$ cat src/rtl/ifu_pc.sv
`default_nettype none
// ============================================================================
// ifu_pc : architectural PC register and one-at-a-time instruction fetch FSM
// Rev 1.0 - initial release
// ============================================================================
module ifu_pc #(
  parameter int              XLEN     = 32,
  parameter logic [XLEN-1:0] RESET_PC = XLEN'(32'h8000_0000)
) (
  input  logic            clk,
  input  logic            rst,
  input  logic [1:0]      pc_src,
  input  logic [XLEN-1:0] imm,
  input  logic [XLEN-1:0] rs1_data,
  input  logic [XLEN-1:0] csr_pc,
  input  logic            commit,
  input  logic            halt,
  output logic            imem_req_valid,
  input  logic            imem_req_ready,
  output logic [XLEN-1:0] imem_addr,
  input  logic            imem_rsp_valid,
  input  logic [31:0]     imem_rsp_data,
  output logic            inst_valid,
  output logic [31:0]     inst,
  output logic [XLEN-1:0] pc,
  output logic [XLEN-1:0] snpc
);

  typedef enum logic [2:0] {
    S_IDLE = 3'd0,
    S_REQ  = 3'd1,
    S_WAIT = 3'd2,
    S_EXEC = 3'd3,
    S_HALT = 3'd4
  } state_t;

  state_t          r_state;
  state_t          w_state_nxt;
  logic [XLEN-1:0] r_pc;
  logic [31:0]     r_inst;
  logic [XLEN-1:0] w_dnpc;
  logic [XLEN-1:0] w_rs1_sum;
  logic            w_pc_load;
  logic            w_inst_load;

  assign snpc      = r_pc + XLEN'(4);
  assign w_rs1_sum = rs1_data + imm;

  // Dynamic next PC; all sums wrap modulo 2^XLEN, jalr target has bit 0 cleared
  always_comb begin
    w_dnpc = snpc;
    case (pc_src)
      2'b00:   w_dnpc = snpc;
      2'b01:   w_dnpc = r_pc + imm;
      2'b10:   w_dnpc = w_rs1_sum & ~XLEN'(1);
      default: w_dnpc = csr_pc;
    endcase
  end

  always_comb begin
    w_state_nxt = r_state;
    w_pc_load   = 1'b0;
    w_inst_load = 1'b0;
    case (r_state)
      S_IDLE: w_state_nxt = S_REQ;
      S_REQ: begin
        if (imem_req_ready) w_state_nxt = S_WAIT;
      end
      S_WAIT: begin
        if (imem_rsp_valid) begin
          w_state_nxt = S_EXEC;
          w_inst_load = 1'b1;
        end
      end
      S_EXEC: begin
        // halt wins over a simultaneous commit and leaves the PC untouched
        if (halt) begin
          w_state_nxt = S_HALT;
        end else if (commit) begin
          w_state_nxt = S_REQ;
          w_pc_load   = 1'b1;
        end
      end
      S_HALT:  w_state_nxt = S_HALT;
      default: w_state_nxt = S_IDLE;
    endcase
  end

  always_ff @(posedge clk or posedge rst) begin
    if (rst) begin
      r_state <= S_IDLE;
      r_pc    <= RESET_PC;
      r_inst  <= '0;
    end else begin
      r_state <= w_state_nxt;
      if (w_pc_load)   r_pc   <= w_dnpc;
      if (w_inst_load) r_inst <= imem_rsp_data;
    end
  end

  assign imem_req_valid = (r_state == S_REQ);
  assign inst_valid     = (r_state == S_EXEC);
  assign imem_addr      = r_pc;
  assign pc             = r_pc;
  assign inst           = r_inst;

endmodule
`default_nettype wire

$ cat config.mk
export PLATFORM = sky130hd
export DESIGN_NAME = ifu_pc
export DESIGN_NICKNAME = d
export VERILOG_FILES = /design/src/rtl/ifu_pc.sv
export SDC_FILE = /design/constraint.sdc
export NUM_CORES = 1
export LEC_CHECK = 0
export BUFFER_PORTS_ARGS = -buffer_cell sky130_fd_sc_hd__buf_4
export CORE_ASPECT_RATIO = 1.75
export CORE_UTILIZATION = 43
export CTS_BUF_LIST = sky130_fd_sc_hd__clkbuf_4
export CTS_CLUSTER_SIZE = 30
export DETAILED_ROUTE_END_ITERATION = 8
export GPL_TIMING_DRIVEN = 0
export HOLD_SLACK_MARGIN = 0.06
export PLACE_DENSITY = 0.71
export SLEW_MARGIN = 30
export SYNTH_ARGS = -nofsm -noshare
export SYNTH_HDL_FRONTEND = slang
export SYNTH_SLANG_ARGS = --single-unit
export TNS_END_PERCENT = 5
$ cat constraint.sdc
create_clock -name clk -period 5.51 [get_ports clk]
set_input_delay 0.2755 -clock clk [delete_from_list [all_inputs] [get_ports clk]]
set_output_delay 0.2755 -clock clk [all_outputs]
set_load 0.005 [all_outputs]
==> impl_metrics.json, run 1 <==
{
  "synth_top_cell_by_area": "dfrtp_1",
  "synthesis.area_mm2": 0.00747,
  "first_global_vias": 8108,
  "cts.clk_slew.worst_paths_ps": 150,
  "rsz0062_at_grt": "no",
  "tns_ps": 0,
  "reg2reg_depth": 12,
  "synth-edff-count": 0,
  "skew_ps": 25.1,
  "max-vdd-ir-drop_v": 0.000222,
  "cts-resized-gates": 0,
  "io-pin-count": 266,
  "drt_iter0_markers": 500,
  "drive_gt1_share_pct": 32.0,
  "grt_pass1_wl_mm": 44.1,
  "ys_warn_count": 0,
  "clock_latency_ps": 460,
  "critPathArrivalTime_ps": 3800,
  "die_x_um": 102,
  "rrSetupSlack_ps": 2070,
  "cts_tree": "yes",
  "synth_nets": 1092,
  "die_height_um": 176,
  "core_area_mm2": 0.0169,
  "clock-sinks": 67,
  "critPathLaunchType": "flip-flop",
  "wl_mm": 30.1,
  "grt_antenna_before_repair": 1,
  "min_path_type": "in2reg",
  "reg2reg_from": "imem_addr[0]",
  "syn-instance-count": 892,
  "post_synth.cell_area_avg_um2": 8.37,
  "ys_types": 85,
  "vias_per_cell": 5.87,
  "powerDensity_mw_per_mm2": 441,
  "dp.final_hpwl_mm": 23.5,
  "synth.top_cell.area_share_pct": 22.1,
  "area_growth_pct": 37.5,
  "setup_violations": 0,
  "ys_ff_latch": 67,
  "max-cap-violations": 0,
  "cp_max_fo": 5,
  "place_congestion": 0.941,
  "p_leak_nw": 4.83,
  "ys_top_cells_by_area": "dfrtp_1 (22%), ha_1 (10%), xnor2_1 (5.6%), mux2_2 (5.6%), nand2_1 (5.0%)",
  "final_hold_viol_count": 0,
  "start_util_pct": 44.1,
  "die_area_mm2": 0.0179,
  "finalPower_mw": 4.53,
  "worst-setup-path-type": "reg2reg",
  "synth-main-ff-cell": "dfrtp_1",
  "wl_per_cell_um": 21.0,
  "synthArstFlopShare_pct": 100,
  "yosysSeqAreaShare_pct": 22.5,
  "nets": 1401,
  "fin_crit_sh_pct": 62.5,
  "grt_usage_pct": 32.9,
  "status": "complete, no violations",
  "required_ps": 5860,
  "grt.overflow.total": 0,
  "fp-row-count": 63,
  "slew_headroom_pct": 42.8,
  "grt_max_degree": 45,
  "critPathLaunch": "imem_addr[0]",
  "placement.io_buffers": 265,
  "cts_max_path_buffers": 2,
  "num-fill-cells": 1514,
  "min_period_ps": 3440,
  "worst_slew_pin_slew_ps": 858,
  "firstDrtPassIters": 5,
  "h-tree-depth": 3,
  "cts-buffers-inserted": 9,
  "route.vias.total": 8414,
  "drv_slew": 0,
  "cp-end-kind": "flip-flop",
  "r2r_end": "imem_addr[30]",
  "crit_end": "imem_addr[30]",
  "drc_errors": 0,
  "timing.fmax_mhz": 290,
  "cts_root_buffer": "clkbuf_4",
  "ant_nets": 0
}
through the flow:
stage	hold slack [ps]	std cells	area (um2)	setup WS, ps	util (%)
2_1_floorplan	415	892	7470	2620	-
3_3_place_gp	490	1384	9740	2170	57.5
3_5_place_dp	295	1385	9770	2140	57.6
4_1_cts	61.0	1431	10200	2130	60.4
5_1_grt	66.1	1434	10300	1880	60.6
6_report	78.9	1434	10300	2070	60.6
cell usage in the layout, fill, tap and decap left out, types with 4 or more instances in the layout:
master,instances
o21bai_1,8
and2_1,11
nand2b_1,7
or3_1,7
xnor2_1,48
a31oi_1,8
o21ai_0,46
nand4_1,18
and3_1,12
buf_1,5
and4_1,6
nor2_1,48
nand3_1,20
o31ai_1,4
a211oi_1,8
mux2_2,37
dlygate4sd3_1,32
o211ai_1,14
a21oi_1,64
o21a_1,7
ha_1,62
a21o_1,22
inv_6,4
a311oi_1,5
nor3_1,13
o21ai_1,21
nor3_2,4
o22ai_1,4
xor2_1,29
buf_4,299
nor2b_1,5
mux4_2,8
inv_1,21
clkbuf_1,34
o31a_1,6
nand2_1,100
clkbuf_4,9
a221oi_1,4
dfrtp_1,66
Yosys cell counts (5+ instances only):
cell type    n
nor2_1      48
mux2_2      37
o211ai_1    14
nand2b_1     7
a21o_1      22
and2_1      11
o31a_1       6
buf_4       34
o21ai_1     21
nand3_1     20
xor2_1      29
a311oi_1     5
a21oi_1     64
o21ai_0     46
nand2_1    100
xnor2_1     48
and3_1      12
dfrtp_1     66
a31oi_1      8
or3_1        7
a211oi_1     8
mux4_2       8
nor3_1      13
nor2b_1      5
ha_1        62
and4_1       6
buf_1        5
o21a_1       7
inv_1       22
o21bai_1     8
clkbuf_1    34
nand4_1     18
layout make-up:
cell class	count	area [um2]	area share [%]
antenna	1	2.50	0.0244
inverter	22	85.1	0.829
multi-input combinational	728	5290	51.5
timing repair buffer	298	2340	22.8
clock buffer	9	67.6	0.658
sequential	67	1680	16.3
clock inverter	7	104	1.01
buffer	75	418	4.07
tap	227	284	2.77
state kept, by name (all words and copies together), names as in the netlist:
name / count
imem_addr: 32
inst: 32
r_state: 3
per-layer routing:
metal | up-vias | track usage, % | share of wire [%]
met3 | 119 | 4.35 | 6.6
met1 | 3993 | 34.5 | 35
met5 | - | 0 | 0
met4 | 0 | 21.6 | 6.7
li1 | 3898 | - | -
met2 | 404 | 59.8 | 51
worst min path at each step:
| stage | start | endpoint | slack [ps] | cells after the start |
|---|---|---|---|---|
| floorplan | halt | r_state[2] | 420 | 1 |
| global placement | inst[18] | inst[18] | 490 | 1 |
| detailed placement | rst | imem_addr[3] | 300 | 2 |
| CTS | imem_rsp_data[30] | inst[30] | 60 | 2 |
| global route | imem_rsp_data[23] | inst[23] | 70 | 2 |
| finish | imem_rsp_data[23] | inst[23] | 80 | 2 |
where the power goes:
part / leakage (nW) / switching [mW] / total [mW] / internal (mW)
clock network: 0.0919 / 0.231 / 0.422 / 0.191
logic: 3.92 / 1.42 / 2.99 / 1.58
registers: 0.816 / 0.381 / 1.11 / 0.728
total: 4.83 / 2.03 / 4.53 / 2.50
cell families (layout without fill, tap and decap cells):
logic type / Yosys count / after routing / share of synthesized area, %
xor gates and xnor gates: 77 / 77 / 9.03
buffers and inverters: 97 / 411 / 6.70
muxes: 48 / 48 / 8.40
and+or+nand+nor: 270 / 270 / 18.0
adders and majority gates: 64 / 64 / 10.9
AOI/OAI and AO/OA: 269 / 269 / 24.4
other: 0 / 1 / 0
DFF: 67 / 67 / 22.5
critical path, stage by stage, from the launching register on:
cell and delay, ps:
dfrtp_1 470, ha_1 240, inv_1 70, fa_1 390, and2b_1 240, o211ai_2 120, a311o_1 420, a31oi_4 240
o32ai_2 180, or3_1 380, a31oi_1 190, a211oi_1 80, o32ai_1 310
timing repair:
| item | in CTS | in global routing |
|---|---|---|
| setup buffers | 0 | 0 |
| hold endpoints to repair | 52 | 2 |
| hold buffers | 30 | 2 |
(Power assumes the default switching activity.)
==> run 2: changes to the inputs <==
--- a/config.mk
+++ b/config.mk
@@ -13,7 +13,7 @@
 export DETAILED_ROUTE_END_ITERATION = 8
 export GPL_TIMING_DRIVEN = 0
 export HOLD_SLACK_MARGIN = 0.06
-export PLACE_DENSITY = 0.71
+export PLACE_DENSITY = 0.73
 export SLEW_MARGIN = 30
 export SYNTH_ARGS = -nofsm -noshare
 export SYNTH_HDL_FRONTEND = slang
==> constraint.sdc (replaced) <==
create_clock -name clk -period 3 [get_ports clk]
set_input_delay 0.15 -clock clk [delete_from_list [all_inputs] [get_ports clk]]
set_output_delay 0.15 -clock clk [all_outputs]
set_load 0.005 [all_outputs]
==> run 2 against run 1 <==
The flow now finishes with violations (setup timing). Clock-buffer cell count did not move. Clock skew shrank 5.4 ps. Via count is 2.3% higher. Die area unchanged. Sequential cell count stayed put. Non-clock buffer count up 14. Critical path depth unchanged. Sequential share of layout area fell by 0.22 points. Cell count grew 0.98%. Critical endpoint unchanged.
==> impl_metrics.json, run 2 (synthesis gave the netlist of run 1 again) <==
{
  "status": "finished, violations left",
  "violations": "setup timing",
  "cts_tree": "yes",
  "skew_ps": 19.8,
  "clock_latency_ps": 460,
  "die_area_mm2": 0.0179,
  "first_global_vias": 8518,
  "slowest_delay_ps": 420,
  "worst_slew_pin_slew_ps": 908,
  "cp_max_fo": 3,
  "max-vdd-ir-drop_v": 0.000488,
  "drt_iter0_markers": 485,
  "max-cap-violations": 0,
  "area_growth_pct": 40.4,
  "route.vias.total": 8604,
  "clock-sinks": 67,
  "place_area_mm2": 0.00976,
  "ant_nets": 0,
  "dp.final_hpwl_mm": 23.5,
  "tns_ps": -16.4,
  "grt_pass1_wl_mm": 45.8,
  "place_congestion": 0.954,
  "grt_usage_pct": 34.1,
  "grt_antenna_before_repair": 1,
  "fin_crit_sh_pct": 101,
  "drv_slew": 0,
  "critPathArrivalTime_ps": 3370,
  "drive_gt1_share_pct": 34.0,
  "rsz0062_at_grt": "yes",
  "fin_util_pct": 61.9,
  "mostFrequentLayoutCells": "buf_4 (307), nand2_1 (100), a21oi_1 (64)",
  "vias_per_cell": 5.94,
  "nets": 1415,
  "cts_root_buffer": "clkbuf_4",
  "final_hold_viol_count": 0,
  "cts_max_path_buffers": 2,
  "setup_ws_ps": -16.4,
  "p_leak_nw": 4.91,
  "final_cell_area_mm2": 0.0105,
  "path_cells": "ha_4 -> inv_1 -> fa_2 -> and2b_1 -> o211ai_2 -> a311o_1 -> a31oi_4 -> o32ai_4 -> or3_1 -> a31oi_2 -> a211oi_1 -> o32ai_1",
  "grt.overflow.total": 0,
  "worst-setup-path-type": "reg2reg",
  "finalPower_mw": 8.46,
  "cp-end-kind": "flip-flop",
  "min_path_type": "in2reg",
  "min_period_ps": 3020,
  "cts-buffers-inserted": 9,
  "wl_mm": 30.7,
  "die_x_um": 102,
  "fp-row-count": 63,
  "placement.io_buffers": 265,
  "regArea_mm2": 0.00169,
  "h-tree-depth": 3,
  "final_common_cell": "buf_4",
  "required_ps": 3350,
  "multi_input_area_mm2": 0.00540,
  "cts.clk_slew.worst_paths_ps": 150,
  "firstDrtPassIters": 8,
  "slew_headroom_pct": 39.5,
  "setup_violations": 1,
  "dp.cells": 1385,
  "whs_ps": 75.3,
  "io-pin-count": 266,
  "powerDensity_mw_per_mm2": 807,
  "grt_max_degree": 39,
  "start_util_pct": 44.1,
  "die_height_um": 176,
  "timing.fmax_mhz": 332,
  "num-fill-cells": 1551,
  "drc_errors": 0,
  "pre_cts_ws_ps": -347,
  "core_area_mm2": 0.0169,
  "cp_slowest_cell": "dfrtp_2",
  "wl_per_cell_um": 21.2,
  "critPathLaunchType": "flip-flop",
  "final_cells": 1448
}
[run 2: cell types whose count changed in the layout (fill, tap and decap cells not counted), moves of 3 or more]
cell / before / now
dfrtp_1: 66 / 56
dfrtp_2: 0 / 10
buf_4: 299 / 307
dlygate4sd3_1: 32 / 39
nor3_2: 4 / 1
nor3_4: 0 / 3
[run 2: worst max-delay path, delay by kind of cell, from the launching register on]
kind | cells | cell delay [ps]
buffers and inverters | 1 | 50
DFF | 1 | 420
and+or+nand+nor | 2 | 590
AOI/OAI and AO/OA | 7 | 1350
adders and majority gates | 2 | 500
[run 2: repair_timing]
action	in CTS	in global routing
gates resized for setup	16	12
setup buffers	2	6
hold buffers	39	0
pin swaps	8	4
hold endpoints to repair	75	0
setup endpoints to repair	13	20
[run 2: area by class of cell]
| type | count | share of cell area (%) |
|---|---|---|
| clock buffer | 9 | 0.645 |
| buffer | 74 | 3.95 |
| antenna | 1 | 0.0239 |
| sequential | 67 | 16.1 |
| clock inverter | 7 | 0.776 |
| tap | 227 | 2.71 |
| timing repair buffer | 313 | 23.5 |
| inverter | 22 | 0.812 |
| multi-input combinational | 728 | 51.5 |
[run 2: path summary, 6_finish.rpt]
check | startpoint | end | slack [ps] | cells past startpoint
max | imem_addr[0] | imem_addr[30] | -20 | 12
min | csr_pc[31] | imem_addr[31] | 80 | 4
max reg2reg | imem_addr[0] | imem_addr[30] | -20 | 12
min reg2reg | inst[5] | inst[5] | 520 | 1
max in group asynchronous | rst | imem_addr[31] | 2090 | 4
min in group asynchronous | rst | inst[19] | 290 | 3
[run 2: report_power, final]
| group | internal [mW] | switching, mW | total (mW) |
|---|---|---|---|
| Sequential | 1.35 | 0.691 | 2.04 |
| Combinational | 3.01 | 2.72 | 5.73 |
| Clock | 0.265 | 0.422 | 0.687 |
[run 2: metal layers]
layer / vias to the layer above / GRT usage (%) / routed length [um]
met5: - / 0 / 0
met4: 0 / 23.6 / 2240
met3: 126 / 5.11 / 2050
met2: 425 / 61.9 / 15900
met1: 4132 / 35.0 / 10500
li1: 3921 / - / -
==> run 3: changes to the inputs <==
--- a/config.mk
+++ b/config.mk
@@ -5,15 +5,17 @@
 export SDC_FILE = /design/constraint.sdc
 export NUM_CORES = 1
 export LEC_CHECK = 0
+export ABC_AREA = 1
 export BUFFER_PORTS_ARGS = -buffer_cell sky130_fd_sc_hd__buf_4
 export CORE_ASPECT_RATIO = 1.75
 export CORE_UTILIZATION = 43
 export CTS_BUF_LIST = sky130_fd_sc_hd__clkbuf_4
 export CTS_CLUSTER_SIZE = 30
 export DETAILED_ROUTE_END_ITERATION = 8
+export GPL_ROUTABILITY_DRIVEN = 0
 export GPL_TIMING_DRIVEN = 0
 export HOLD_SLACK_MARGIN = 0.06
-export PLACE_DENSITY = 0.73
+export PLACE_DENSITY = 0.71
 export SLEW_MARGIN = 30
 export SYNTH_ARGS = -nofsm -noshare
 export SYNTH_HDL_FRONTEND = slang
==> run 3 against run 2 <==
The run now ends clean. Area after synthesis increased by 24%. Clock power down 26%. Sequential cell count unchanged. Global-route usage down 1.2 points. Die area is 24% higher. Sequential share of layout area down 2.5 points. Synthesized cell count increased by 86%. Cell count rose by 55%. Core utilization shrank 3.4 points. Maximum frequency rose by 18%. Via count grew 34%. Total power grew 2.1%.
==> impl_metrics.json, run 3 <==
{
  "setup_violations": 0,
  "cts_tree": "yes",
  "die_height_um": 196,
  "slew_headroom_pct": 53.2,
  "skew_ps": 32.5,
  "grt.overflow.total": 0,
  "grt_antenna_before_repair": 1,
  "wl_met1_mm": 12.5,
  "cts-resized-gates": 0,
  "die_area_mm2": 0.0222,
  "rsz0062_at_grt": "no",
  "cpLargestDelayFamily": "simple AND/OR/NAND/NOR gates",
  "pre_cts_ws_ps": 656,
  "fin_crit_sh_pct": 85.0,
  "cts-buffers-inserted": 9,
  "synth-compound-area-share_pct": 7.21,
  "max-vdd-ir-drop_v": 0.000511,
  "nets": 2193,
  "cts_root_buffer": "clkbuf_4",
  "required_ps": 2850,
  "io-pin-count": 266,
  "wl_per_cell_um": 16.3,
  "clock_latency_ps": 450,
  "cts_max_path_buffers": 2,
  "grt_max_degree": 49,
  "core_area_mm2": 0.0210,
  "max-cap-violations": 0,
  "start_util_pct": 44.1,
  "fp-row-count": 70,
  "top_layer_used": "met4",
  "placement.io_buffers": 265,
  "synth_nets": 1858,
  "path_cells": "ha_1 -> nand2_2 -> nor2_4 -> inv_2 -> nor2_2 -> nand3_1 -> nand2_1 -> inv_1 -> buf_4",
  "p_leak_nw": 7.31,
  "critPathLaunchType": "flip-flop",
  "ys_top_cells_by_area": "nand2_1 (26%), dfrtp_1 (18%), inv_1 (12%), ha_1 (8.4%), nand3_1 (7.0%)",
  "vias_per_cell": 5.14,
  "dp.final_hpwl_mm": 30.6,
  "ys_warn_count": 0,
  "min_path_type": "in2reg",
  "timing.fmax_mhz": 392,
  "final_common_cell": "nand2_1",
  "tns_ps": 0,
  "synth_top_cell_by_area": "nand2_1",
  "wl_met2_mm": 18.2,
  "mostFrequentLayoutCells": "nand2_1 (635), buf_4 (299), inv_1 (298)",
  "cts.clk_slew.worst_paths_ps": 110,
  "worst_slew_pin_slew_ps": 695,
  "synth_mux_area_share_pct": 4.00,
  "powerDensity_mw_per_mm2": 703,
  "critPathArrivalTime_ps": 2400,
  "ant_nets": 0,
  "worst-setup-path-type": "reg2out",
  "yosys.area_share.xor_xnor_pct": 1.59,
  "cp_max_fo": 7,
  "synth-edff-count": 0,
  "yosysMostFrequentCell": "nand2_1",
  "yosys-top-cells-count": "nand2_1 (635), inv_1 (299), nor2_1 (163)",
  "cp-end-kind": "output port",
  "die_x_um": 113,
  "syn-instance-count": 1658,
  "status": "complete, no violations",
  "clock-sinks": 67,
  "final_hold_viol_count": 0,
  "synthSimpleGateAreaFrac_pct": 44.4,
  "firstDrtPassIters": 6,
  "wl_mm": 36.7,
  "min_period_ps": 2550,
  "drc_errors": 0,
  "yosysSeqAreaShare_pct": 18.1,
  "synthArstFlopShare_pct": 100,
  "cp_slowest_cell": "dfrtp_1",
  "post_synth.cell_area_avg_um2": 5.60,
  "setup_ws_ps": 450,
  "grt_pass1_wl_mm": 55.6,
  "synth.top_cell.area_share_pct": 25.7,
  "synthesis.area_mm2": 0.00928,
  "route.vias.total": 11600,
  "slowest_delay_ps": 580,
  "routed-wl-met3_mm": 2.17,
  "drv_slew": 0,
  "h-tree-depth": 3,
  "first_global_vias": 11200,
  "grt_usage_pct": 33.0,
  "synthAdderAreaFrac_pct": 8.79,
  "ys_ff_latch": 67,
  "ys_types": 44,
  "synth_top_family_by_area": "simple AND/OR/NAND/NOR gates",
  "area_growth_pct": 32.5,
  "synth-main-ff-cell": "dfrtp_1",
  "drive_gt1_share_pct": 18.9,
  "worst-path-buf-inv": 3,
  "drt_iter0_markers": 664
}
==> run 3: per-layer routing <==
metal  vias up  global-route usage (%)
li1       5777                       -
met1      5122                    31.4
met2       507                    59.5
met3       165                    4.80
met4         0                    31.5
met5         -                       0
==> run 3: power by group <==
part	internal (mW)	switching, mW	total [mW]
logic	2.83	3.17	6.01
clock network	0.164	0.346	0.510
registers	1.34	0.786	2.13
==> run 3: logic make-up after synthesis <==
family / after synthesis
AO/OA/AOI/OAI: 122
XOR/XNOR: 16
adder cells (fa/ha/maj): 64
buffers and inverters: 358
flip-flops: 67
multiplexers: 33
AND/OR/NAND/NOR: 998
==> run 3: repair_timing <==
item,CTS,global route
setup buffers,0,0
hold endpoints to repair,122,0
setup endpoints to repair,0,0
hold buffers,58,0
==> run 3: cell type report <==
class | count | area, um2
plain buffers | 54 | 337
diodes | 1 | 2.50
well taps | 252 | 315
flip-flops and latches | 67 | 1680
fillers | 2128 | 8730
inverters | 304 | 1140
clock inverters | 4 | 20.0
repair buffers | 324 | 2600
clock buffers | 10 | 75.1
multi-input cells | 1233 | 6120
==> run 3: path summary, 6_finish.rpt <==
check	cells past startpoint	start	slack, ps	endpoint
worst max-delay path	9	imem_addr[2]	450	snpc[30]
worst min-delay path	5	csr_pc[26]	80	imem_addr[26]
worst max register to register	15	imem_addr[0]	600	imem_addr[20]
worst min register to register	1	r_state[1]	500	r_state[2]
max in group asynchronous	4	rst	2180	imem_addr[31]
min in group asynchronous	3	rst	210	inst[29]
==> run 3: metrics by stage <==
| step | hold slack, ps | cells | utilization (%) | area (um2) | power [mW] |
|---|---|---|---|---|---|
| 6_report | 77.6 | 2249 | 58.5 | 12300 | 8.64 |
| 5_1_grt | 74.1 | 2249 | 58.5 | 12300 | 9.33 |
| 4_1_cts | 61.0 | 2248 | 58.5 | 12300 | 8.55 |
| 3_5_place_dp | 122 | 2176 | 55.3 | 11600 | 7.96 |
| 3_3_place_gp | 382 | 2175 | 55.1 | 11600 | 7.84 |
| 2_1_floorplan | 269 | 1658 | - | 9280 | 5.28 |
==> run 3: tightest hold or removal path: cells and delay by family <==
| kind | cells | cell delay (ps) |
|---|---|---|
| simple gates | 4 | 240 |
| buf+inv | 1 | 80 |
